**src/rtl/multi_timer_if.sv**
```systemverilog
// Register bus for multi_timer: single write strobe, shared address, registered read data.
interface multi_timer_if #(
  parameter int unsigned ADDR_W = 4,
  parameter int unsigned DATA_W = 17
);
  logic              wr_en;
  logic [ADDR_W-1:0] addr;
  logic [DATA_W-1:0] wdata;
  logic [DATA_W-1:0] rdata;

  modport master (
    output wr_en,
    output addr,
    output wdata,
    input  rdata
  );

  modport slave (
    input  wr_en,
    input  addr,
    input  wdata,
    output rdata
  );
endinterface

```
**src/rtl/multi_timer.sv**
```systemverilog
// Multi-channel timer: shared prescaler producing a tick, per-channel counters in
// free-run, periodic or one-shot mode, sticky event flags and masked level interrupts.
module multi_timer #(
  parameter int unsigned WIDTH     = 16,
  parameter int unsigned CHANNELS  = 2,
  parameter int unsigned PRE_W     = 17,
  parameter int unsigned PRE_RESET = 90000,
  parameter int unsigned ADDR_W    = 4
) (
  input  logic                clk,
  input  logic                rst,
  multi_timer_if.slave        bus,
  output logic                tick,
  output logic [CHANNELS-1:0] irq
);

  localparam int unsigned DW = (WIDTH > PRE_W) ? WIDTH : PRE_W;

  logic [PRE_W-1:0]    pdiv_q, pre_cnt_q;
  logic                pdiv_wr;

  logic [CHANNELS-1:0] en_q, en_d, flag_q, flag_d, ie_q, ie_d;
  logic [1:0]          mode_q  [CHANNELS];
  logic [1:0]          mode_d  [CHANNELS];
  logic [WIDTH-1:0]    load_q  [CHANNELS];
  logic [WIDTH-1:0]    load_d  [CHANNELS];
  logic [WIDTH-1:0]    count_q [CHANNELS];
  logic [WIDTH-1:0]    count_d [CHANNELS];
  logic [CHANNELS-1:0] evt;
  logic [CHANNELS-1:0] irq_q, irq_d;
  logic [DW-1:0]       rdata_q, rdata_d;

  // A PDIV write restarts the prescaler, so it suppresses the tick of that cycle.
  assign pdiv_wr = bus.wr_en && (bus.addr == '0);
  assign tick    = (pre_cnt_q == pdiv_q) && !pdiv_wr;
  assign irq     = irq_q;
  assign bus.rdata = rdata_q;

  // Prescaler: count 0..PDIV, wrap on tick, restart on PDIV write.
  always_ff @(posedge clk or negedge rst) begin
    if (!rst) begin
      pdiv_q    <= PRE_W'(PRE_RESET);
      pre_cnt_q <= '0;
    end else if (pdiv_wr) begin
      pdiv_q    <= bus.wdata[PRE_W-1:0];
      pre_cnt_q <= '0;
    end else if (tick) begin
      pre_cnt_q <= '0;
    end else begin
      pre_cnt_q <= pre_cnt_q + PRE_W'(1);
    end
  end

  // Channel next state: count update from pre-write values, then register writes on top.
  always_comb begin
    en_d    = en_q;
    flag_d  = flag_q;
    ie_d    = ie_q;
    mode_d  = mode_q;
    load_d  = load_q;
    count_d = count_q;
    evt     = '0;
    irq_d   = '0;
    for (int c = 0; c < CHANNELS; c++) begin
      if (tick && en_q[c]) begin
        case (mode_q[c])
          2'b01: begin
            if (count_q[c] == '0) begin
              evt[c]     = 1'b1;
              count_d[c] = load_q[c];
            end else begin
              count_d[c] = count_q[c] - WIDTH'(1);
            end
          end
          2'b10: begin
            if (count_q[c] == '0) begin
              evt[c]  = 1'b1;
              en_d[c] = 1'b0;
            end else begin
              count_d[c] = count_q[c] - WIDTH'(1);
            end
          end
          default: begin
            evt[c]     = &count_q[c];
            count_d[c] = count_q[c] + WIDTH'(1);
          end
        endcase
      end
      if (bus.wr_en && (bus.addr == ADDR_W'(4 * (c + 1)))) begin
        en_d[c]   = bus.wdata[0];
        mode_d[c] = bus.wdata[2:1];
        ie_d[c]   = bus.wdata[4];
        if (bus.wdata[3]) flag_d[c] = 1'b0;
      end
      if (bus.wr_en && (bus.addr == ADDR_W'(4 * (c + 1) + 1))) begin
        load_d[c] = bus.wdata[WIDTH-1:0];
      end
      // Software COUNT write overrides the tick update.
      if (bus.wr_en && (bus.addr == ADDR_W'(4 * (c + 1) + 2))) begin
        count_d[c] = bus.wdata[WIDTH-1:0];
      end
      // Event set beats a same-cycle write-1-clear.
      if (evt[c]) flag_d[c] = 1'b1;
      irq_d[c] = flag_d[c] & ie_d[c];
    end
  end

  // Read mux on current (pre-write) register values; reserved addresses read 0.
  always_comb begin
    rdata_d = '0;
    if (bus.addr == '0) rdata_d = DW'(pdiv_q);
    for (int c = 0; c < CHANNELS; c++) begin
      if (bus.addr == ADDR_W'(4 * (c + 1))) begin
        rdata_d = DW'({ie_q[c], flag_q[c], mode_q[c], en_q[c]});
      end
      if (bus.addr == ADDR_W'(4 * (c + 1) + 1)) rdata_d = DW'(load_q[c]);
      if (bus.addr == ADDR_W'(4 * (c + 1) + 2)) rdata_d = DW'(count_q[c]);
    end
  end

  // Channel state, interrupt and read data registers.
  always_ff @(posedge clk or negedge rst) begin
    if (!rst) begin
      en_q    <= '0;
      flag_q  <= '0;
      ie_q    <= '0;
      irq_q   <= '0;
      rdata_q <= '0;
      for (int c = 0; c < CHANNELS; c++) begin
        mode_q[c]  <= '0;
        load_q[c]  <= '0;
        count_q[c] <= '0;
      end
    end else begin
      en_q    <= en_d;
      flag_q  <= flag_d;
      ie_q    <= ie_d;
      irq_q   <= irq_d;
      rdata_q <= rdata_d;
      for (int c = 0; c < CHANNELS; c++) begin
        mode_q[c]  <= mode_d[c];
        load_q[c]  <= load_d[c];
        count_q[c] <= count_d[c];
      end
    end
  end

endmodule

```
**src/flat_wrapper.sv**
```systemverilog
// flat-port wrapper written by rule: the top's interface ports become plain ports
module multi_timer_flat 
#(
  parameter int unsigned WIDTH     = 16,
  parameter int unsigned CHANNELS  = 2,
  parameter int unsigned PRE_W     = 17,
  parameter int unsigned PRE_RESET = 90000,
  parameter int unsigned ADDR_W    = 4
)
  (clk, rst, tick, irq, bus_wr_en, bus_addr, bus_wdata, bus_rdata);
  multi_timer_if #(.ADDR_W(ADDR_W)) bus_i ();
  input  logic clk;
  input  logic rst;
  output logic tick;
  output logic [CHANNELS-1:0] irq;
  input wire logic [$bits(bus_i.wr_en)-1:0] bus_wr_en;
  input wire logic [$bits(bus_i.addr)-1:0] bus_addr;
  input wire logic [$bits(bus_i.wdata)-1:0] bus_wdata;
  output wire logic [$bits(bus_i.rdata)-1:0] bus_rdata;
  assign bus_i.wr_en = bus_wr_en;
  assign bus_i.addr = bus_addr;
  assign bus_i.wdata = bus_wdata;
  assign bus_rdata = bus_i.rdata;
  multi_timer #(.WIDTH(WIDTH), .CHANNELS(CHANNELS), .PRE_W(PRE_W), .PRE_RESET(PRE_RESET), .ADDR_W(ADDR_W)) u_core (.clk(clk), .rst(rst), .bus(bus_i), .tick(tick), .irq(irq));
endmodule
```
**config.mk**
```make
export PLATFORM = sky130hd
export DESIGN_NAME = multi_timer_flat
export DESIGN_NICKNAME = d
export VERILOG_FILES = /design/src/rtl/multi_timer_if.sv /design/src/rtl/multi_timer.sv /design/src/flat_wrapper.sv
export SDC_FILE = /design/constraint.sdc
export NUM_CORES = 1
export LEC_CHECK = 0
export CAP_MARGIN = 30
export CORE_MARGIN = 2
export CORE_UTILIZATION = 49
export DETAILED_ROUTE_END_ITERATION = 16
export PLACE_DENSITY_LB_ADDON = 0.3
export SYNTH_ARGS = -nofsm -noshare
export SYNTH_HDL_FRONTEND = slang
export SYNTH_SLANG_ARGS = --single-unit
```
**constraint.sdc**
```tcl
create_clock -name clk -period 3 [get_ports clk]
set_input_delay 0.3 -clock clk [delete_from_list [all_inputs] [get_ports clk]]
set_output_delay 0.3 -clock clk [all_outputs]
set_load 0.02 [all_outputs]
```
-- After elaboration in Yosys (flattened, before gate mapping)
Cells that the tools add are included.
Widths: inputs -> output; s select.
- register bits after elaboration: 127
- output and inout port bits: 20
- logic and storage cells: 105
- add/sub/neg operators: 5
- equality and inequality tests: 13
- multiplexer cells: 41
- bitwise logic cells: 2
- reductions and logical operators: 30
- operators by type and width (kind ; number):
    $mux 17 ; 9
    $mux 16 ; 8
    $pmux 16 s2 ; 2
    $add 16x1->16 const B ; 2
    $logic_not 16->1 ; 2
    $reduce_and 16->1 ; 2
    $sub 16x1->16 const B ; 2
    $mux 1 ; 22
    $add 17x1->17 const B ; 1
    $eq 17x17->1 ; 1
    $reduce_bool 2->1 ; 8
    $eq 4x3->1 const B ; 3
    $eq 4x4->1 const B ; 3
    $logic_and 1x1->1 ; 10
    $ne 3x3->1 const B ; 2
    $reduce_and 3->1 ; 2
    $eq 2x1->1 const B ; 2
    $eq 2x2->1 const B ; 2
    $logic_not 4->1 ; 1
    $reduce_and 2->1 ; 2
    $reduce_or 2->1 ; 2
    $and 1x1->1 ; 2
    $logic_not 1->1 ; 1

-- Logic depth before layout (Yosys ltp)
Gate-level depths: netlist of run 1.
- depth in word-level cells: 8
- mapped depth: 12

-- Worst setup path after synthesis of run 1
No wires, ideal clock.
- path type: register -> register
- start: reg u_core.count_q[16] (netlist bit)
- end: reg u_core.count_q[20] (netlist bit)
- library setup time: 126 ps
- arrival: 2774 ps
- required time: 2874 ps
- slack: 100 ps
- stages on the path, launching flop included: 12
- path buffers: 3
- period minus slack after synthesis: 2900 ps
- path through: dfrtp_1 -> clkbuf_1 -> inv_1 -> ha_1 -> or4b_1 -> buf_2 -> or4_4 -> buf_6 -> mux2_4 -> a221oi_2 -> a2111oi_0 -> a221o_1
- word-level cells in the longest chain between the ends: 5
- elaborated cells on any way between the ends: 10
- those cells by class: 2 x add/sub; 1 x eq/ne; 5 x mux; 2 x reduce/logical
- RTL lines (element ; RTL line ; source):
    from (decl) ; multi_timer.sv:27 ; logic [WIDTH-1:0] count_q [CHANNELS];
    from (signal, indexed assignment) ; multi_timer.sv:143 ; count_q[c] <= count_d[c];
    $sub 16x1->16 / $logic_not 16->1 (equally long branches) ; -- ;
    $mux 16, on equally long branches ; multi_timer.sv:76, multi_timer.sv:68 ;
    $pmux 16 s2 ; multi_timer.sv:66 ; case (mode_q[c])
    $mux 16 ; multi_timer.sv:65 ; if (tick && en_q[c]) begin
    $mux 16 ; multi_timer.sv:99 ; if (bus.wr_en && (bus.addr == ADDR_W'(4 * (c + 1) + 2))) begin
Several ways; a longest one is shown, not always the timed one. The select of a mux whose other input is x is not followed.
A chain may end at the register's enable or synchronous reset.

-- Worst setup path in the final report of run 1
- start: reg u_core.pdiv_q[8]
- end: out tick
- word-level cells in the longest chain between the ends: 2
- RTL lines (element ; RTL line ; source):
    from (decl) ; multi_timer.sv:19 ; logic [PRE_W-1:0] pdiv_q, pre_cnt_q;
    from (signal assigned) ; multi_timer.sv:42 ; pdiv_q <= PRE_W'(PRE_RESET);
    from (signal assigned) ; multi_timer.sv:45 ; pdiv_q <= bus.wdata[PRE_W-1:0];
    $eq 17x17->1 ; multi_timer.sv:35 ; assign tick = (pre_cnt_q == pdiv_q) && !pdiv_wr;
    $logic_and 1x1->1 ; multi_timer.sv:35 ;
    to (decl) ; flat_wrapper.sv:14 ; output logic tick;
Every way passes these cells.

==> impl_metrics.csv, run 1 <==
group,metric,value,unit
outcome,status,"completed",
detailed_routing,met1_length,11000,um
detailed_routing,via_count,7608,
synthesis,ys_seq_elements,127,
final_layout,diodes,0,
cts,htreeDepth,4,
timing,setup_viol,0,
timing,hold_violations,0,
timing,max-slew-margin-rel,51.2,%
power,ir_drop,714,uV
final_layout,nets,1014,
synthesis,syn_inst,935,
global_route,grt_overflow,0,
floorplanning,rows,47,
detailed_routing,dr.first_iter.drc_count,827,
synthesis,syn_avg_cell_area,8.78,um2
hold_path,hold_path_class,"input port to asynchronous set/reset pin",
cts,tritoncts.num_buffers,17,
final_layout,seq_area,0.00319,mm2
synthesis,synthFlopType,"dfrtp_1",
worst_setup_path,worstSetupStartpoint,"u_core.pdiv_q[8]",
place,dp_hpwl,17900,um
detailed_routing,via_per_inst,6.28,
timing,period_needed,2840,ps
timing,drv_slew,0,
worst_setup_path,worstPathArrival,2540,ps
detailed_routing,antenna_left,0,
synthesis,netlist_area,0.00821,mm2
synthesis,synth_edf_count,0,
timing,fin_skew,8.91,ps
worst_setup_path,crit_required,2700,ps
worst_setup_path,cp_cell_sequence,"xor2_1 > nor4_1 > and4_2 > nand2_1 > inv_1 > clkdlybuf4s50_1",
cts,worstSkewPairLatency,440,ps
power,p_per_area,706,mW/mm2
timing,final.period_utilization,94.8,%
place,port_buffers,43,
floorplanning,start_util,49.9,%
final_layout,syn_to_final_growth,17.3,%
timing,setup_tns,0,ps
timing,max_freq,0.351,GHz
detailed_routing,wl_met2,11300,um
worst_setup_path,worst-path-max-fanout,6,
global_route,grt_max_degree,59,
floorplanning,ios,44,
cts,cts_tree,"done",
worst_setup_path,max_stage_delay,610,ps
timing,worstMarginPinSlew,729,ps
floorplanning,die_y,133,um
timing,grt_setup_unrepaired,"no",
global_route,grt_pass1_wl,40200,um
final_layout,fill_cells,1487,
global_route,grt_usage,29.3,%
detailed_routing,post_drt_wl_per_cell,20.8,um
synthesis,synth_fp_nets,970,
detailed_routing,met3_length,2150,um
detailed_routing,top_layer,"met4",
synthesis,yosysWarnings,0,
global_route,antenna_found_initial,0,
floorplanning,die_w,133,um
synthesis,ys_types,67,
final_layout,drive_gt1_share,17.8,%
place,placedCellCount,1179,
detailed_routing,drt-total-wl,25200,um
worst_setup_path,start_kind,"flip-flop",
worst_setup_path,critPathSlowestCell,"clkdlybuf4s50_1",
worst_setup_path,worstSetupPathType,"flip-flop to output pin",
detailed_routing,first_pass_iters,6,
cts,clkTransAtPathRegs,60,ps
timing,whs,346,ps
place,gp_congestion,0.976,
detailed_routing,drc,0,
cts,root_buffer,"clkbuf_16",
power,p_total,0.00680,W
final_layout,multi_input_area,0.00462,mm2
cts,post_cts_buffers,0,
floorplanning,core_area,0.0165,mm2
cts,clock-sinks,127,
synthesis,yosysSeqAreaShare,38.9,%
worst_setup_path,r2r-start,"u_core.count_q[16]",
worst_setup_path,end_kind,"output pin",
floorplanning,die-area,0.0178,mm2
power,p_leak,3.95,nW
final_layout,stdcell_count,1212,
cts,clock_path_buffers,2,
synthesis,synth-async-reset-ratio,100,%
global_route,grt_pass1_vias,7223,
flow_run,cap_violations,0,
## what timing repair did
action | CTS | global route
hold endpoints to repair | 40 | 0
hold buffers | 1 | 0
setup endpoints to repair | 0 | 1
gates resized for setup | 0 | 1
## Yosys cell counts, types with 12 or more instances
cell,count,area (um2)
dfrtp_1,118,2950
nor2_1,95,357
nand2_1,87,327
clkbuf_1,64,240
o21ai_0,55,275
mux2_2,52,586
a21oi_1,44,220
nand3_1,39,195
xnor2_1,39,342
xor2_1,35,307
nor3_1,26,130
inv_1,22,82.6
nor4_1,16,100
a221o_1,15,150
and3_1,13,81.3
a22oi_1,12,90.1
a31o_2,12,105
o22ai_1,12,75.1
## critical path, delay by kind of cell, from the launching register on
family / cells / cell delay [ps]
xor gates and xnor gates: 1 / 80
buffers and inverters: 2 / 710
DFF: 1 / 590
and+or+nand+nor: 3 / 720
## flip-flops by register name, indices dropped and copies added (netlist names), 4 cells and up
register / flops
u_core.pre_cnt_q: 17
u_core.mode_q: 4
u_core.pdiv_q: 17
u_core.load_q: 32
u_core.count_q: 32
u_core.bus.rdata: 17
## metal layers
metal | track usage, % | vias up
li1 | - | 3456
met1 | 41.9 | 3692
met2 | 43.6 | 402
met3 | 5.75 | 58
met4 | 12.3 | 0
met5 | 0 | -
## metrics by stage
| stage | cell area (um2) | util (%) | setup slack (ps) |
|---|---|---|---|
| global route | 9630 | 58.5 | 23.7 |
| global placement | 9060 | 55.0 | 319 |
| CTS | 9630 | 58.5 | 73.5 |
| finish | 9630 | 58.5 | 155 |
| floorplan | 8210 | - | 99.9 |
| detailed placement | 9060 | 55.0 | 278 |
## where the power goes
group | internal [W] | total [W] | switching (W)
Combinational | 0.000986 | 0.00220 | 0.00122
Clock | 0.00115 | 0.00202 | 0.000865
Sequential | 0.00211 | 0.00258 | 0.000475
Total | 0.00424 | 0.00680 | 0.00256
## final timing paths
kind,slack [ps],cells past startpoint,to
hold / removal,350,2,u_core.count_q[29]
min in group clk,470,2,u_core.pdiv_q[16]
hold reg to reg,520,1,u_core.pre_cnt_q[0]
max in group asynchronous,1900,3,u_core.pdiv_q[11]
setup / recovery,160,6,tick
setup reg to reg,240,8,u_core.count_q[27]
## final cells by class
type / instances / share of cell area, %
Timing Repair Buffer: 104 / 9.39
Inverter: 22 / 0.857
Sequential cell: 127 / 33.1
Clock buffer: 18 / 4.46
Tap cell: 220 / 2.86
Multi-Input combinational cell: 707 / 47.9
Clock inverter: 14 / 1.39
## cell usage in the layout, fill, tap and decap left out, drive strengths merged, types with 11 or more instances in the layout
master           n
a21oi           44
and3            13
mux2            53
clkdlybuf4s50   42
nand3           39
a22oi           12
nor2            96
ha              11
o21ai           55
o22ai           12
a31o            12
inv             27
a221o           15
o21a            11
xnor2           39
xor2            35
nor3            26
buf             61
clkbuf          18
and2            11
nand2           87
nor4            16
dfrtp          118
## cells by family after synthesis
| family | count (synthesis) | share of synthesized area, % |
|---|---|---|
| AND/OR/NAND/NOR | 336 | 19.6 |
| XOR/XNOR | 74 | 7.90 |
| buffers and inverters | 101 | 5.09 |
| flip-flops | 127 | 38.9 |
| multiplexers | 59 | 8.05 |
| AO/OA/AOI/OAI | 227 | 18.9 |
| adder cells (fa/ha/maj) | 11 | 1.68 |
Note: power is estimated with default switching activity, not from simulation.
==> run 2: changes to the inputs <==
Clock period 3 ns to 3.2 ns, I/O delays scaled along.
==> run 2 against run 1 <==
- flip-flop and latch count did not move
- critical path depth did not move
- combinational power fell by 10%
- final cell count fell by 1.2%
- sequential power fell by 4%
- critical endpoint unchanged
- non-clock buffer count fell by 15
- core utilization barely moved
- clock power rose by 9.9%
==> impl_metrics.csv, run 2 (synthesis results as in run 1) <==
group,metric,value,unit
outcome,status,"completed",
cts,root_buffer,"clkbuf_16",
final_layout,drive_gt1_share,16.5,%
global_route,grt_max_degree,88,
worst_setup_path,critPathSlowestCell,"clkdlybuf4s50_1",
place,dpl_cell_area,0.00894,mm2
floorplanning,die_w,133,um
timing,drv_slew,0,
worst_setup_path,worstPathArrival,2630,ps
final_layout,nets,999,
timing,fin_skew,8.68,ps
timing,grt_setup_unrepaired,"no",
timing,max-slew-margin-rel,46.4,%
cts,tritoncts.num_buffers,17,
cts,post_cts_buffers,0,
global_route,grt_pass1_wl,40100,um
worst_setup_path,crit_required,2880,ps
final_layout,fill_cells,1473,
power,p_per_area,692,mW/mm2
timing,hold_violations,0,
timing,setup_tns,0,ps
final_layout,syn_to_final_growth,17.3,%
detailed_routing,first_pass_iters,5,
final_layout,final_common_cell,"dfrtp_1",
final_layout,reg_top3,"u_core.count_q (32), u_core.load_q (32)",
detailed_routing,via_count,7470,
power,ir_drop,553,uV
final_layout,diodes,0,
worst_setup_path,cp_top_family,"buffers and inverters",
flow_run,cap_violations,0,
floorplanning,die-area,0.0178,mm2
detailed_routing,antenna_left,0,
worst_setup_path,worst-path-max-fanout,5,
place,gp_congestion,0.969,
power,p_leak,3.94,nW
final_layout,layout_common_cells,"dfrtp_1, nor2_1, nand2_1",
worst_setup_path,cp_cell_sequence,"xor2_1 > nor4_1 > and4_1 > nand2_1 > inv_1 > clkdlybuf4s50_1",
detailed_routing,dr.first_iter.drc_count,948,
place,port_buffers,43,
timing,setup_viol,0,
final_layout,multi_input_area,0.00461,mm2
cts,clkTransAtPathRegs,50,ps
global_route,grt_usage,29.2,%
cts,htreeDepth,4,
detailed_routing,drt-total-wl,24800,um
global_route,grt_overflow,0,
worst_setup_path,start_kind,"flip-flop",
floorplanning,start_util,49.9,%
floorplanning,die_y,133,um
global_route,antenna_found_initial,0,
detailed_routing,via_per_inst,6.24,
cts,cts_tree,"done",
timing,final.period_utilization,92.1,%
timing,max_freq,0.339,GHz
hold_path,hold_path_class,"input port to flip-flop",
detailed_routing,post_drt_wl_per_cell,20.7,um
worst_setup_path,max_stage_delay,670,ps
global_route,top_usage_layer,"met2",
place,dp_hpwl,17300,um
final_layout,final_area,0.00963,mm2
global_route,grt_use_met2,43.1,%
floorplanning,core_area,0.0165,mm2
timing,period_needed,2950,ps
cts,worstSkewPairLatency,430,ps
final_layout,seq_area,0.00319,mm2
global_route,use_met3,5.75,%
global_route,grt_pass1_vias,7140,
timing,worstMarginPinSlew,804,ps
cts,cts_resized,0,
worst_setup_path,end_kind,"output pin",
global_route,met1_usage,41.0,%
floorplanning,ios,44,
worst_setup_path,crit_buf_inv,2,
cts,clock-sinks,127,
cts,clock_path_buffers,2,
detailed_routing,drc,0,
floorplanning,rows,47,
worst_setup_path,worstSetupPathType,"flip-flop to output pin",
run 2: layer usage:
metal  part of all wire (%)  up-vias  wire [um]
met5                      0        -          0
met4                    3.8        0        941
met3                    7.9       63       1960
met2                     45      368      11100
met1                     44     3621      10800
li1                       -     3418          -
run 2: power breakdown:
group          total (W)  switching, W  internal [W]
combinational    0.00197       0.00107      0.000899
clock            0.00222      0.000732       0.00148
sequential       0.00247      0.000500       0.00197
total            0.00666       0.00230       0.00436
run 2: stage by stage:
stage / hold slack, ps / utilization (%) / setup slack (ps) / instances / power (W)
detailed placement: 440 / 54.3 / 312 / 1164 / 0.00440
floorplan: 24.4 / - / 300 / 935 / 0.00376
finish: 505 / 58.5 / 253 / 1197 / 0.00666
CTS: 494 / 58.5 / 276 / 1197 / 0.00664
global placement: 439 / 54.3 / 390 / 1164 / 0.00437
global route: 530 / 58.5 / 95.0 / 1197 / 0.00701
run 2: worst paths after layout:
check,from,endpoint,slack (ps),cells after the start
setup / recovery,u_core.pdiv_q[8],tick,250,6
max in group asynchronous,rst,u_core.pdiv_q[14],1930,3
setup reg to reg,u_core.count_q[16],u_core.count_q[20],260,8
hold reg to reg,u_core.pre_cnt_q[0],u_core.pre_cnt_q[0],530,1
min in group asynchronous,rst,u_core.count_q[27],520,2
hold / removal,bus_wdata[16],u_core.pdiv_q[16],500,2
run 2: timing repair:
item / CTS / global route
hold buffers: 1 / 0
endpoints found under the setup margin: 0 / 0
hold endpoints to repair: 22 / 0
run 2: cell type report:
type	count	area share (%)
Tap cell	220	2.86
Inverter	22	0.858
Timing Repair Buffer	89	8.23
Sequential cell	127	33.1
Clock buffer	23	5.17
Multi-Input combinational cell	707	47.9
Clock inverter	9	1.85
==> run 3: changes to the inputs <==
Settings changed: CORE_ASPECT_RATIO set to 0.8, CORE_UTILIZATION 49 to 61.
==> run 3 against run 2 <==
- flip-flop and latch count did not move
- clock skew barely moved
- critical path depth did not move
- via count rose by 2.7%
- worst setup slack got worse by 120 ps
- final cell count fell by 3.8%
- largest power group unchanged
==> impl_metrics.csv, run 3 (synthesis results as in run 1) <==
group,metric,value,unit
cts,clkTransAtPathRegs,60,ps
worst_setup_path,start_kind,"flip-flop",
floorplanning,rows,37,
detailed_routing,dr.first_iter.drc_count,1131,
global_route,grt_overflow,0,
worst_setup_path,worstSetupPathType,"flip-flop to output pin",
global_route,antenna_found_initial,0,
timing,final.period_utilization,96.0,%
floorplanning,die_y,108,um
global_route,grt_pass1_vias,7140,
detailed_routing,post_drt_wl_per_cell,22.4,um
floorplanning,die-area,0.0144,mm2
outcome,status,"completed",
timing,grt_setup_unrepaired,"no",
global_route,grt_pass1_wl,40500,um
place,gp_congestion,0.978,
worst_setup_path,r2r_setup_slack,130,ps
power,ir_drop,555,uV
cts,htreeDepth,4,
final_layout,nets,1001,
flow_run,cap_violations,0,
detailed_routing,via_per_inst,6.66,
cts,clock_path_buffers,2,
detailed_routing,via_count,7672,
cts,clock-sinks,127,
final_layout,drive_gt1_share,16.7,%
power,p_leak,3.92,nW
detailed_routing,drc,0,
worst_setup_path,crit_buf_inv,2,
timing,drv_slew,0,
global_route,grt_max_degree,82,
final_layout,diodes,0,
timing,setup_viol,0,
timing,period_needed,3070,ps
final_layout,syn_to_final_growth,16.2,%
floorplanning,die_w,134,um
final_layout,reg_top3,"u_core.count_q (32), u_core.load_q (32)",
floorplanning,start_util,63.1,%
cts,cts_tree,"done",
worst_setup_path,crit_required,2880,ps
final_layout,layout_common_cells,"dfrtp_1, nor2_1, nand2_1",
worst_setup_path,worstPathArrival,2750,ps
timing,fin_skew,8.44,ps
cts,tritoncts.num_buffers,17,
timing,max_freq,0.326,GHz
worst_setup_path,cp_cell_sequence,"xor2_1 > nor4_1 > and4_2 > nand2_1 > inv_1 > clkdlybuf4s50_1",
worst_setup_path,cp_top_family,"buffers and inverters",
floorplanning,ios,44,
timing,max-slew-margin-rel,28.8,%
worst_setup_path,max_stage_delay,650,ps
detailed_routing,drt-total-wl,25800,um
timing,setup_tns,0,ps
hold_path,hold_path_class,"input port to asynchronous set/reset pin",
global_route,grt_usage,37.1,%
timing,whs,482,ps
final_layout,final_common_cell,"dfrtp_1",
cts,worstSkewPairLatency,430,ps
worst_setup_path,critPathSlowestCell,"clkdlybuf4s50_1",
cts,post_cts_buffers,0,
detailed_routing,antenna_left,0,
detailed_routing,first_pass_iters,9,
worst_setup_path,worst-path-max-fanout,6,
place,port_buffers,43,
place,dp_hpwl,17800,um
floorplanning,core_area,0.0130,mm2
worst_setup_path,end_kind,"output pin",
timing,worstMarginPinSlew,1070,ps
power,p_per_area,691,mW/mm2
cts,root_buffer,"clkbuf_16",
timing,hold_violations,0,
## run 3: final timing paths
kind                       cells after the start                  end                 from
max                                            6                 tick     u_core.pdiv_q[8]
min                                            2        u_core.irq[0]                  rst
max reg2reg                                    8   u_core.count_q[27]   u_core.count_q[16]
min reg2reg                                    1  u_core.pre_cnt_q[0]  u_core.pre_cnt_q[0]
max in group asynchronous                      3    u_core.pdiv_q[16]                  rst
min in group clk                               2    u_core.pdiv_q[16]        bus_wdata[16]
## run 3: layout make-up
type | instances | area, um2
Fill cell | 1008 | 3470
Clock buffer | 18 | 439
Inverter | 22 | 82.6
Multi-Input combinational cell | 707 | 4620
Clock inverter | 12 | 186
Sequential cell | 127 | 3190
Tap cell | 175 | 219
Timing Repair Buffer | 91 | 807
## run 3: metal layers
layer  vias up  track usage, %  wire length, um
met5         -               0                0
met4         0            11.8              803
met3        75            9.56             3220
met2       477            54.2            11000
met1      3691            53.8            10700
li1       3429               -                -
## run 3: timing repair
item / CTS / global route
gates resized for setup: 0 / 1
hold buffers: 1 / 0
endpoints found under the setup margin: 0 / 1
hold endpoints to repair: 69 / 0
## run 3: where the power goes
group | leakage [nW] | internal [W] | switching (W) | total [W]
clock network | 0.295 | 0.00132 | 0.000762 | 0.00208
logic | 2.05 | 0.000889 | 0.00111 | 0.00200
registers | 1.58 | 0.00197 | 0.000531 | 0.00250
total | 3.92 | 0.00418 | 0.00240 | 0.00659
## run 3: stage by stage
step                cell area, um2  total power, W  util (%)  setup slack (ps)  cells
floorplan                     8210         0.00376         -               300    935
global route                  9540         0.00689      73.3              15.7   1152
detailed placement            8900         0.00442      68.4               191   1121
finish                        9540         0.00659      73.3               129   1152
CTS                           9540         0.00651      73.3               105   1152
global placement              8900         0.00437      68.4               365   1121
==> variant (settings of run 2) <==
`ADDR_W` is set to 4 in 3 places; all go to 3.
--- a/src/rtl/multi_timer_if.sv
+++ b/src/rtl/multi_timer_if.sv
@@ -1,6 +1,6 @@
 // Register bus for multi_timer: single write strobe, shared address, registered read data.
 interface multi_timer_if #(
-  parameter int unsigned ADDR_W = 4,
+  parameter int unsigned ADDR_W = 3,
   parameter int unsigned DATA_W = 17
 );
   logic              wr_en;
--- a/src/rtl/multi_timer.sv
+++ b/src/rtl/multi_timer.sv
@@ -5,7 +5,7 @@
   parameter int unsigned CHANNELS  = 2,
   parameter int unsigned PRE_W     = 17,
   parameter int unsigned PRE_RESET = 90000,
-  parameter int unsigned ADDR_W    = 4
+  parameter int unsigned ADDR_W    = 3
 ) (
   input  logic                clk,
   input  logic                rst,
--- a/src/flat_wrapper.sv
+++ b/src/flat_wrapper.sv
@@ -5,7 +5,7 @@
   parameter int unsigned CHANNELS  = 2,
   parameter int unsigned PRE_W     = 17,
   parameter int unsigned PRE_RESET = 90000,
-  parameter int unsigned ADDR_W    = 4
+  parameter int unsigned ADDR_W    = 3
 )
   (clk, rst, tick, irq, bus_wr_en, bus_addr, bus_wdata, bus_rdata);
   multi_timer_if #(.ADDR_W(ADDR_W)) bus_i ();
Ports: changed (resized bus_addr); port bits go from 44 to 43. No check against the original RTL was run, so the function may have changed too.
==> variant against run 2 <==
  * Clock power decreased by 11%
  * Sequential cell count decreased by 3
  * Sequential share of layout area decreased by 0.88 points
  * Wire length increased by 2.1%
  * First-iteration DRC count decreased by 8.2%
  * Synthesized area increased by 1.4%
  * Count of clock-buffer cells in the layout decreased by 5
  * Clock skew about the same
  * Total power decreased by 5.2%
  * Worst setup slack got worse by 0.17 ns
  * Design area increased by 0.31%
  * Critical path type unchanged
  * Largest cell class unchanged
==> variant: results (changes against run 2) <==
| Metric | Value |
|---|---|
| Top flop regs | `u_core.count_q: 32 flops, u_core.load_q: 32 flops, u_core.pre_cnt_q: 17 flops` |
| CP max FO | `5 (unchanged)` |
| PnR Total Power | `0.006316 W (-5.2%)` |
| Reg2reg start | `u_core.pdiv_q[12]$_DFFE_PN1P_` |
| Largest net degree at the start of global routing | `63 (-28%)` |
| Leak Pwr | `4.036 nW (+2.4%)` |
| Synth Area in Adders | `0.01654 (-0.0002294)` |
| Root buffer cell | `clkbuf_16` |
| GP Congestion | `0.9391 (-3.0%)` |
| Synth Area in Compound Gates | `0.1902 (+0.001630)` |
| Post-synthesis sequential area ratio | `0.3742 (-0.01433)` |
| Worst hold slack | `0.3754 ns (-0.1292 ns)` |
| DP Area | `9056 µm² (+1.3%)` |
| Top cells by count, synth | `nand2_1, dfrtp_1, nor2_1` |
| Sequential share of power | `0.362 (-0.010)` |
| CP delay by family, top | `simple AND/OR/NAND/NOR gates` |
| Nets | `1018 (+1.9%)` |
| Placed insts | `1184 (+1.7%)` |
| Reg2Reg Depth | `6 (-2)` |
| PortBufs | `41 (-4.7%)` |
| Relative slew slack | `0.3313 (-0.1326)` |
| Post-Syn Nets | `984 (+1.4%)` |
| Post-DR vias/cell | `6.207 (-0.54%)` |
| RR Endpoint | `u_core.count_q[25]$_DFFE_PN0P_` |
| Antenna violations before repair | `0 (unchanged)` |
| Top post-synthesis cells by area | `dfrtp_1, nand2_1, mux2_2` |
| Slowest Stage Delay on Critical Path | `0.65 ns (-0.02 ns)` |
| Status | `finished, final reports clean` |
| Iter 0 DRT Violations | `870 (-8.2%)` |
| Wire per inst | `20.78 µm (+0.37%)` |
| Cells after Synth | `950 (+1.6%)` |
| First-pass GRT wire length | `40740 µm (+1.5%)` |
| Comb. pwr | `0.00207 W (+5%)` |
| Routed via count | `7560 (+1.2%)` |
| Final worst slack | `0.08591 ns (-0.1670 ns)` |
| Finished Cell Area | `9659 µm² (+0.31%)` |
| GRT Util Overall | `0.2892 (-0.002521)` |
| Post-synthesis mux area share | `0.08313 (+0.002657)` |
| Final HPWL DP | `17870 µm (+3.3%)` |
| Share of cells above drive strength 1 | `0.1535 (-0.01133)` |
| Post-Synth XOR/XNOR Area | `0.07787 (-0.001080)` |
| Max VDD drop | `0.4432 mV (-20%)` |
| Synth unique cells | `82 (+22%)` |
| WP data arrival | `2.79 ns (+0.16 ns)` |
| Main flop type after synthesis | `dfrtp_1` |
| Fin Clk Skew | `0.008604 ns (-0.00007819 ns)` |
| Worst min-delay path class | `in2async` |
| Sw Pwr | `0.002380 W (+3.4%)` |
| Fill cells | `1520 (+3.2%)` |
| Warnings from Yosys | `0 (unchanged)` |
| Crit-path slowest cell | `clkdlybuf4s50_1` |
| Post-place setup slack | `-0.02681 ns (-0.3389 ns)` |
| Hold buffers post-CTS | `1 (unchanged)` |
| Pre-antenna DRT Iters | `6 (+1)` |
| Number of gates resized after CTS | `0 (unchanged)` |
| Vias in the first global route | `7345 (+2.9%)` |
variant: cell count changes after synthesis, sizes merged, moves of 12 or more:
cell,before,now
nand2,87,124
nor2,96,67
mux2i,6,26
mux2,53,37
a221o,15,1
clkbuf,64,51
o211ai,6,19
buf,15,27
variant: kinds of logic (layout without fill, tap and decap cells):
group                    after synthesis  count (layout)
XOR/XNOR                              74              74
multiplexers                          63              63
other                                  1               2
AND/OR/NAND/NOR                      346             346
buffers and inverters                103             150
adder cells (fa/ha/maj)               11              11
flip-flops                           124             124
AO/OA/AOI/OAI                        228             228
variant: layout make-up:
cell class	instances	share of cell area
antenna	1	0.0002591
timing repair buffer	93	0.08368
tap	220	0.02850
sequential	124	0.3224
clock buffer	18	0.04443
inverter	25	0.009715
clock inverter	14	0.01671
multi-input combinational	723	0.4943
variant: routing by layer:
metal  track usage  wire length (µm)
met5             0                 0
met4        0.1053               719
met3       0.06122              1769
met2        0.4609             11920
met1        0.3898             10890
